### src/rtl/credit_sender.sv
// Credit-limited transmit stage: holds one producer word and issues it only while downstream credits remain.
// Optional direct issue from the producer when empty is enabled by defining CREDIT_SENDER_BYPASS_EN.
module credit_sender #(
    parameter int CREDITS = 3,
    parameter int DW      = 8,
    parameter int CW      = 4
) (
    input  logic          clk,
    input  logic          rst,
    input  logic          in_valid,
    input  logic [DW-1:0] in_data,
    output logic          in_ready,
    output logic          out_valid,
    output logic [DW-1:0] out_data,
    input  logic          crd_ret,
    output logic [CW-1:0] crd_cnt,
    output logic          stall,
    output logic          crd_err
);

    typedef enum logic [1:0] {
        S_EMPTY = 2'd0,
        S_HOLD  = 2'd1,
        S_STALL = 2'd2
    } state_t;

    localparam logic [CW-1:0] CREDITS_C = CW'(CREDITS);
    localparam logic [CW-1:0] ZERO_C    = {CW{1'b0}};
    localparam logic [CW-1:0] ONE_C     = {{(CW-1){1'b0}}, 1'b1};

    state_t        state_r;
    logic [DW-1:0] hold_r;

    logic          send_s;
    logic          accept_s;
    logic          bypass_s;
    logic          issue_s;
    logic          load_s;
    logic          held_next_s;
    logic          over_ret_s;
    logic [CW-1:0] cnt_next_s;

    // Handshake, issue decision and next credit count.
    always_comb begin
        send_s   = (state_r != S_EMPTY) && (crd_cnt != ZERO_C);
        in_ready = (state_r == S_EMPTY) || send_s;
        accept_s = in_valid && in_ready;
        stall    = (state_r == S_STALL);
`ifdef CREDIT_SENDER_BYPASS_EN
        bypass_s = (state_r == S_EMPTY) && in_valid && (crd_cnt != ZERO_C);
`else
        bypass_s = 1'b0;
`endif
        issue_s     = send_s || bypass_s;
        // A bypassed word goes straight out and never occupies the hold register.
        load_s      = accept_s && !bypass_s;
        held_next_s = load_s || ((state_r != S_EMPTY) && !send_s);
        over_ret_s  = 1'b0;
        cnt_next_s  = crd_cnt;
        if (issue_s && !crd_ret) begin
            cnt_next_s = crd_cnt - ONE_C;
        end else if (!issue_s && crd_ret) begin
            if (crd_cnt == CREDITS_C) begin
                over_ret_s = 1'b1;
            end else begin
                cnt_next_s = crd_cnt + ONE_C;
            end
        end else begin
            cnt_next_s = crd_cnt;
        end
    end

    // State, hold register, issue outputs and credit bookkeeping.
    always_ff @(posedge clk) begin
        if (rst) begin
            state_r   <= S_EMPTY;
            hold_r    <= {DW{1'b0}};
            out_valid <= 1'b0;
            out_data  <= {DW{1'b0}};
            crd_cnt   <= CREDITS_C;
            crd_err   <= 1'b0;
        end else begin
            if (held_next_s) begin
                state_r <= (cnt_next_s != ZERO_C) ? S_HOLD : S_STALL;
            end else begin
                state_r <= S_EMPTY;
            end
            if (load_s) begin
                hold_r <= in_data;
            end
            out_valid <= issue_s;
            if (issue_s) begin
                out_data <= bypass_s ? in_data : hold_r;
            end
            crd_cnt <= cnt_next_s;
            if (over_ret_s) begin
                crd_err <= 1'b1;
            end
        end
    end

endmodule

### config.mk
export PLATFORM = sky130hd
export DESIGN_NAME = credit_sender
export DESIGN_NICKNAME = d
export VERILOG_FILES = /design/src/rtl/credit_sender.sv
export SDC_FILE = /design/constraint.sdc
export NUM_CORES = 1
export LEC_CHECK = 0
export CAP_MARGIN = 10
export CORE_AREA = 2 2 55 57
export CTS_CLUSTER_DIAMETER = 150
export DETAILED_ROUTE_END_ITERATION = 7
export DIE_AREA = 0 0 57 59
export PLACE_DENSITY = 0.73
export SKIP_LAST_GASP = 1
export SLEW_MARGIN = 20
export SYNTH_ARGS = -nofsm -noshare
export SYNTH_HDL_FRONTEND = slang
export SYNTH_SLANG_ARGS = --single-unit
### constraint.sdc
create_clock -name clk -period 2.1 [get_ports clk]
set_input_delay 0.21 -clock clk [delete_from_list [all_inputs] [get_ports clk]]
set_output_delay 0.21 -clock clk [all_outputs]
set_load 0.02 [all_outputs]
==> results_dict.tcl <==
set metrics [dict create \
    fin_crit_sh_pct 93.1 \
    dp_hpwl_mm 1.80 \
    yosysWarnings 0 \
    synth_nets 134 \
    setup_viol 0 \
    clk_latency_ns 0.31 \
    ys_seq_area_share_pct 44.2 \
    coreArea_mm2 0.00271 \
    critPathBufInv 2 \
    ys.flop_type "dfxtp_1" \
    cts_buffers 3 \
    start_util_pct 40.1 \
    grt_max_degree 22 \
    io_pins 28 \
    multi_input_area_um2 588 \
    die_h_um 59 \
    synth_top_cells_by_area "dfxtp_1 (44%), mux2i_1 (7.4%), nand2_1 (6.9%), a21oi_1 (4.6%), nor2_1 (4.5%)" \
    rsz0062_at_grt "no" \
    dpl.cell_count 176 \
    clockBufferDepth 2 \
    fin_crit_ns 1.95 \
    fin_util_pct 54.7 \
    max_freq_mhz 512 \
    crit_slowest_cell "or3b_4" \
    ant_nets 0 \
    setup_tns_ns 0 \
    pwr_density_cell_mw_per_mm2 766 \
    status "finished, final reports clean" \
    path_delay_family "simple AND/OR/NAND/NOR gates" \
    synth_area_mm2 0.00109 \
    p_leak_nw 0.582 \
    crit_type "reg2reg" \
    ys_seq_elements 24 \
    cts-root-buf "clkbuf_4" \
    cp-start-kind "flop" \
    fin_cells 181 \
    clk_pin_slew_worst_paths_ns 0.14 \
    drtPass1Iterations 4 \
    dieArea_mm2 0.00336 \
    synth-edff-count 0 \
    cp_cell_sequence "inv_2 > ha_2 > or3b_4 > nand2_1 > buf_4 > o22ai_2 > xor2_2 > o21a_1" \
    grt_pass1_vias 905 \
    num_rows 19 \
    synthDistinctLibCells 40 \
    async_reset_ff_share_pct 0 \
    htree_levels 1 \
    cp_max_fo 6 \
    required_ns 2.33 \
    syn_avg_cell_area_um2 9.14 \
    overflow 0 \
    cts.sinks 24 \
    final_layout_size_suffix_gt1_share_pct 16.7 \
    end_kind "flop" \
    max_stage_delay_ns 0.40 \
    slew_viol_final 0 \
    hp-class "reg2reg" \
    synth_area_leader_cell "dfxtp_1" \
    syn_to_final_growth_pct 36.4 \
    via_count 957 \
    antenna_found_initial 0 \
    slew_headroom_pct 48.1 \
    drt-total-wl_mm 2.55 \
    final_area_mm2 0.00148 \
    finalHoldViolCount 0 \
    yosysTopAreaCellShare_pct 44.2 \
    antenna_cells 0 \
    cts_hold_buf 0 \
    maxCapViolCount 0 \
    drc 0 \
    grt_usage_pct 15.1 \
    seqCellArea_um2 482 \
    finalWeightedCongestion 0.905 \
    cts_tree "done" \
    cp_data_arrival_time_ns 2.18 \
    wl_per_cell_um 14.1 \
    nets 166 \
    grt_pass1_wl_mm 3.97 \
    skew_ns 0.00813 \
    worst_pin_slew_ns 0.776 \
    peakVddDrop_uv 557 \
    n_fill_cell 260 \
    io_buffers 27 \
    synth_cells 119 \
    viasPerCell 5.29 \
    die_w_um 57 \
    place_area_mm2 0.00140 \
    drt_iter0_drc 36 \
]
## what timing repair did
action	4_1_cts	5_1_grt
hold endpoints to repair	0	0
gates resized for setup	3	4
buffers inserted	1	0
setup endpoints to repair	1	3
gates cloned	0	0
pin swaps	0	0
## stage by stage
stage | total power (W) | hold WS (ns) | setup slack, ns
after CTS | 0.00113 | 0.467 | 0.125
after detailed placement | 0.000800 | 0.449 | 0.0601
after global placement | 0.000792 | 0.441 | 0.142
after floorplan | 0.000691 | 0.281 | 0.195
after global routing | 0.00119 | 0.479 | 0.0249
final | 0.00114 | 0.465 | 0.145
## state kept, by name (all words and copies together) (netlist names)
| signal | cells |
|---|---|
| out_valid | 1 |
| crd_cnt | 4 |
| crd_err | 1 |
| hold_r | 8 |
| state_r | 2 |
| out_data | 8 |
## cells by family after synthesis
family	synth area share, %
AO/OA/AOI/OAI	16.1
AND/OR/NAND/NOR	24.4
adder cells (fa/ha/maj)	3.45
XOR/XNOR	0.806
flip-flops	44.2
buffers and inverters	3.68
multiplexers	7.37
## final timing paths
| kind | startpoint | to | slack (ns) | cells past startpoint |
|---|---|---|---|---|
| max | crd_cnt[1] | state_r[0] | 0.15 | 8 |
| min | hold_r[4] | out_data[4] | 0.47 | 2 |
| max reg2reg | crd_cnt[1] | state_r[0] | 0.15 | 8 |
| min reg2reg | hold_r[4] | out_data[4] | 0.47 | 2 |
## layout make-up
class / count / area share, %
repair buffers: 33 / 21.2
inverters: 2 / 0.506
well taps: 31 / 2.62
clock inverters: 1 / 2.03
multi-input cells: 87 / 39.7
clock buffers: 3 / 1.52
flip-flops and latches: 24 / 32.5
## placed cells by master, fill, tap and decap left out, types with 2 or more instances in the layout
| cell | n |
|---|---|
| nand2_1 | 20 |
| nand3_1 | 2 |
| dfxtp_1 | 23 |
| mux2i_1 | 8 |
| a21oi_1 | 10 |
| ha_1 | 2 |
| clkdlybuf4s50_1 | 26 |
| clkbuf_4 | 3 |
| nor2_1 | 13 |
| a211oi_2 | 2 |
| nor2b_1 | 2 |
| buf_4 | 6 |
| a21o_1 | 2 |
## power breakdown
part | leakage [nW] | internal [W] | switching [W] | total, W
Combinational | 0.358 | 0.000137 | 0.000152 | 0.000290
Sequential | 0.196 | 0.000487 | 0.0000261 | 0.000513
Clock | 0.0279 | 0.000193 | 0.000140 | 0.000333
Total | 0.582 | 0.000817 | 0.000318 | 0.00114
## synthesized netlist by cell type (2+ instances only)
cell	number
a21o_1	2
a21oi_1	10
buf_2	2
clkbuf_1	3
dfxtp_1	24
ha_1	3
inv_1	2
mux2i_1	8
nand2_1	20
nand3_1	2
nor2_1	13
nor2b_1	2
## worst register-to-register path, delay by kind of cell, from the launching register on
kind | cells | cell delay, ns
adders and majority gates | 1 | 0.20
and+or+nand+nor | 2 | 0.55
DFF | 1 | 0.39
xor gates and xnor gates | 1 | 0.17
AOI/OAI and AO/OA | 2 | 0.29
buffers and inverters | 2 | 0.29
## metal layers
layer	part of all wire, %	track usage [%]	routed length (um)
met4	0.67	7.64	17
met5	0	0	0
met3	4.2	2.62	107
met1	45	19.3	1140
met2	50	24.8	1290
Power figures use the tool's default switching activity.
